`src/rtl/gen_clk_div_if.sv`:
```
// Bus between the clock-divider block and its consumer: enable/resync
// controls toward the divider, divided clocks, lock flag and optional
// rising-edge strobes back. Strobe signal exists only with GEN_CLK_STB_EN.
interface gen_clk_div_if #(
  parameter int NUM_DIV = 3
) ();
  logic               enb;
  logic               sync;
  logic [NUM_DIV-1:0] clk_div;
  logic               locked;
`ifdef GEN_CLK_STB_EN
  logic [NUM_DIV-1:0] stb;
`endif

  modport master (
    output enb, sync,
`ifdef GEN_CLK_STB_EN
    input  stb,
`endif
    input  clk_div, locked
  );

  modport slave (
    input  enb, sync,
`ifdef GEN_CLK_STB_EN
    output stb,
`endif
    output clk_div, locked
  );
endinterface

```
`src/rtl/gen_clk_div.sv`:
```
// gen_clk_div: NUM_DIV binary-divided clocks (/2 .. /2^NUM_DIV) of clk_8f
// taken from one free-running counter, with a lock flag that rises once every
// output has completed a full aligned period, and a resync input.
// Optional rising-edge strobes are built when GEN_CLK_STB_EN is defined.
//
// state     | meaning
// ----------+---------------------------------------------------------
// ST_IDLE   | out of reset, no enabled edge seen yet
// ST_WARMUP | counting, outputs not yet through a full aligned period
// ST_LOCKED | counter has wrapped once since reset/sync; locked high
module gen_clk_div #(
  parameter int NUM_DIV = 3
) (
  input  logic         clk_8f,
  input  logic         rst,
  gen_clk_div_if.slave bus
);

  typedef enum logic [1:0] {
    ST_IDLE   = 2'b00,
    ST_WARMUP = 2'b01,
    ST_LOCKED = 2'b10
  } state_t;

  state_t             state_q;
  logic [NUM_DIV-1:0] cnt_q;
  logic [NUM_DIV-1:0] cnt_d;
  logic [NUM_DIV-1:0] clk_div_q;
  logic               locked_q;
`ifdef GEN_CLK_STB_EN
  logic [NUM_DIV-1:0] stb_q;
`endif

  // Next counter value; wraps naturally modulo 2^NUM_DIV.
  always_comb begin
    cnt_d = cnt_q + NUM_DIV'(1);
  end

  // Counter, divided clocks, lock FSM and strobes; priority rst > sync > enb.
  always_ff @(posedge clk_8f) begin
    if (rst) begin
      cnt_q     <= '0;
      clk_div_q <= '0;
      locked_q  <= 1'b0;
      state_q   <= ST_IDLE;
`ifdef GEN_CLK_STB_EN
      stb_q     <= '0;
`endif
    end else if (bus.sync) begin
      cnt_q     <= '0;
      clk_div_q <= '0;
      locked_q  <= 1'b0;
      state_q   <= ST_WARMUP;
`ifdef GEN_CLK_STB_EN
      stb_q     <= '0;
`endif
    end else if (bus.enb) begin
      cnt_q     <= cnt_d;
      clk_div_q <= cnt_d;
`ifdef GEN_CLK_STB_EN
      // A bit rising 0->1 in the counter is a rising edge of that output.
      stb_q     <= cnt_d & ~cnt_q;
`endif
      case (state_q)
        ST_IDLE: begin
          state_q  <= ST_WARMUP;
          locked_q <= 1'b0;
        end
        ST_WARMUP: begin
          // The wrap edge is where every output falls together.
          if (cnt_d == '0) begin
            state_q  <= ST_LOCKED;
            locked_q <= 1'b1;
          end
        end
        ST_LOCKED: begin
          locked_q <= 1'b1;
        end
        default: begin
          state_q  <= ST_IDLE;
          locked_q <= 1'b0;
        end
      endcase
    end else begin
      // Frozen: counter, outputs and state hold so divided clocks stretch.
`ifdef GEN_CLK_STB_EN
      stb_q <= '0;
`endif
    end
  end

  assign bus.clk_div = clk_div_q;
  assign bus.locked  = locked_q;
`ifdef GEN_CLK_STB_EN
  assign bus.stb     = stb_q;
`endif

endmodule

```
`src/flat_wrapper.sv`:
```
// flat-port wrapper written by rule: the top's interface ports become plain ports
module gen_clk_div_flat 
#(
  parameter int NUM_DIV = 3
)
  (clk_8f, rst, bus_enb, bus_sync, bus_clk_div, bus_locked);
  gen_clk_div_if #(.NUM_DIV(NUM_DIV)) bus_i ();
  input  logic clk_8f;
  input  logic rst;
  input wire logic [$bits(bus_i.enb)-1:0] bus_enb;
  input wire logic [$bits(bus_i.sync)-1:0] bus_sync;
  output wire logic [$bits(bus_i.clk_div)-1:0] bus_clk_div;
  output wire logic [$bits(bus_i.locked)-1:0] bus_locked;
  assign bus_i.enb = bus_enb;
  assign bus_i.sync = bus_sync;
  assign bus_clk_div = bus_i.clk_div;
  assign bus_locked = bus_i.locked;
  gen_clk_div #(.NUM_DIV(NUM_DIV)) u_core (.clk_8f(clk_8f), .rst(rst), .bus(bus_i));
endmodule
```
`config.mk`:
```
export PLATFORM = sky130hd
export DESIGN_NAME = gen_clk_div_flat
export DESIGN_NICKNAME = d
export VERILOG_FILES = /design/src/rtl/gen_clk_div_if.sv /design/src/rtl/gen_clk_div.sv /design/src/flat_wrapper.sv
export SDC_FILE = /design/constraint.sdc
export NUM_CORES = 1
export LEC_CHECK = 0
export CAP_MARGIN = 20
export CORE_AREA = 2 2 39 41
export CTS_BUF_LIST = sky130_fd_sc_hd__clkbuf_16
export DETAILED_ROUTE_END_ITERATION = 8
export DIE_AREA = 0 0 41 43
export PLACE_DENSITY = 0.52
export RECOVER_POWER = 25
export SYNTH_ARGS = -nofsm -noshare
export SYNTH_HDL_FRONTEND = slang
export SYNTH_SLANG_ARGS = --single-unit
```
`constraint.sdc`:
```
create_clock -name clk_8f -period 1.7 [get_ports clk_8f]
set_input_delay 0.255 -clock clk_8f [delete_from_list [all_inputs] [get_ports clk_8f]]
set_output_delay 0.255 -clock clk_8f [all_outputs]
set_load 0.01 [all_outputs]
```
==> flow_metrics.tcl <==
set metrics [dict create \
    outcome "complete, no violations" \
    rsz0062_at_grt "no" \
    nNetsFinal 57 \
    setup_ws_ps 243 \
    synthTopCellsByArea "dfxtp_1 (35%), ha_1 (22%), mux2i_1 (5.8%), or3b_1 (5.0%), o21ai_0 (4.3%)" \
    post_cts_resized 0 \
    synthSimpleGateAreaFrac_pct 19.1 \
    crit_top_cell "ha_1" \
    final.setup.tns_ps 0 \
    critPathMaxStageDelay_ps 370 \
    grt_pass1_wl_mm 1.01 \
    drive_gt1_share_pct 13.3 \
    synthDistinctLibCells 15 \
    syn_avg_cell_area_um2 9.94 \
    grt_overflow 0 \
    rows 14 \
    cts-root-buf "clkbuf_16" \
    path_buf_inv 0 \
    wire_per_inst_um 10.9 \
    cpMaxStageDelayCell "or3b_1" \
    drt-total-wl_um 666 \
    critPathTopFamily "simple AND/OR/NAND/NOR gates" \
    pin_count 8 \
    place_area_um2 434 \
    fin_crit_sh_pct 85.7 \
    cts_setup_buffers 0 \
    post-place-ws_ps 258 \
    initialDrtViolationCount 1 \
    worstSetupStartpointType "register" \
    synthAdderAreaFrac_pct 21.6 \
    die_h_um 43 \
    clock_sinks 6 \
    numCtsBuffers 3 \
    synth_compound_area_share_pct 8.99 \
    clk_pin_slew_ps 40 \
    hold_buffers 0 \
    worst_ep_required_time_ps 1850 \
    clk_latency_ps 230 \
    hold_ws_ps 481 \
    setup_violations 0 \
    syn_area_um2 348 \
    die_x_um 41 \
    ys_seq_area_share_pct 34.5 \
    htreeDepth 1 \
    antenna_cells 0 \
    netlist.area_leader.share_pct 34.5 \
    cp_cell_sequence "ha_1, ha_1, and2b_4, or3b_1, a31oi_1" \
    max_freq_mhz 686 \
    ys_seq_elements 6 \
    hpwl_um 509 \
    synth-xor-area-share_pct 2.52 \
    post-route-util_pct 36.5 \
    vias 257 \
    arrival_ps 1610 \
    hold_viol_final 0 \
    max_cap_viol_count 0 \
    drc 0 \
    synthCells 35 \
    end_kind "register" \
    p_leak_nw 0.218 \
    viasPerCell 4.21 \
    crit_fanout 6 \
    fin_skew_ps 3.90 \
    port-buffer-count 7 \
    globalplace.congestion 0.617 \
    yosysTopAreaCell "dfxtp_1" \
    fp.coreArea_mm2 0.00138 \
    track_usage_pct 9.85 \
    grt_pass1_vias 236 \
    max_slew_margin_pct 80.0 \
    synth_nets 45 \
    slew_viol_final 0 \
    worstSetupPathType "register to register" \
    power_density_mw_per_mm2 1160 \
    clockBufferDepth 2 \
    synthMuxAreaShare_pct 5.76 \
    worst_slew_pin_slew_ps 300 \
    dr.pass1.iters 2 \
    design_area_um2 505 \
    synth_top_family_by_area "adder cells" \
    grt_max_degree 7 \
    dieArea_mm2 0.00176 \
    synthToLayoutAreaGrowth_pct 45.3 \
    cts_tree "done" \
    min_path_type "register to register" \
    vdd_drop_max_uv 440 \
    yosys_warnings 0 \
    initial_core_util_pct 25.1 \
    period_needed_ps 1460 \
    antenna_found_initial 0 \
    ant_nets 0 \
]
sequential cells by signal, summed over array words and instances, names as in the netlist:
| name | flops |
|---|---|
| u_core.bus.locked | 1 |
| u_core.bus.clk_div | 3 |
| u_core.state_q | 2 |
through the flow:
| stage | power (W) | cells |
|---|---|---|
| 6_report | 0.000586 | 61 |
| 5_1_grt | 0.000602 | 61 |
| 3_3_place_gp | 0.000203 | 58 |
| 4_1_cts | 0.000594 | 61 |
| 3_5_place_dp | 0.000203 | 58 |
| 2_1_floorplan | 0.000185 | 35 |
routing by layer:
layer | part of all wire, % | vias to the layer above | GRT usage [%]
met3 | 5.9 | 2 | 6.28
met4 | 2.3 | 0 | 10.0
met5 | 0 | - | 0
met2 | 43 | 6 | 11.6
met1 | 49 | 114 | 11.0
li1 | - | 135 | -
cell usage after synthesis (all sizes together):
cell	n
and2b	1
or2	1
nand2b	1
inv	4
mux2i	2
o21ai	3
or3b	2
nand3b	1
ha	6
buf	1
a21oi	2
a31oi	1
xnor2	1
dfxtp	6
nor2	3
worst reg2reg max path: stages, from the launching register on:
cell and delay, ps:
dfxtp_1 360, ha_1 160, ha_1 130, and2b_4 200, or3b_1 370, a31oi_1 170
cells by family (layout without fill, tap and decap cells):
| logic type | after synthesis | in the layout |
|---|---|---|
| and+or+nand+nor | 9 | 9 |
| adders and majority gates | 6 | 6 |
| AOI/OAI and AO/OA | 6 | 6 |
| DFF | 6 | 6 |
| buffers and inverters | 5 | 15 |
| muxes | 2 | 2 |
| xor gates and xnor gates | 1 | 1 |
placed cells by master, fill, tap and decap left out, drive strengths merged, types with 2 or more instances in the layout:
cell,synthesis,layout
mux2i,2,2
inv,4,4
nor2,3,3
ha,6,6
o21ai,3,3
clkdlybuf4s50,0,6
dfxtp,6,6
clkbuf,0,4
or3b,2,2
a21oi,2,2
path summary, 6_finish.rpt:
path	slack (ps)	start	end	depth (start not counted)
max reg2reg	240	u_core.bus.clk_div[0]	u_core.state_q[0]	5
min reg2reg	480	u_core.bus.locked	u_core.bus.locked	2
max	240	u_core.bus.clk_div[0]	u_core.state_q[0]	5
min	480	u_core.bus.locked	u_core.bus.locked	2
final cells by class:
class                           instances  area [um2]
Clock buffer                            3        75.1
Fill cell                             147         878
Inverter                                4        15.0
Multi-Input combinational cell         24         201
Sequential cell                         6         120
Tap cell                               16        20.0
Timing Repair Buffer                    8        73.8
report_power, final:
group	leakage (nW)	internal, W	switching [W]
registers	0.0489	0.000147	0.00000451
logic	0.132	0.0000267	0.0000212
clock network	0.0370	0.000302	0.0000839
Power figures use the tool's default switching activity.
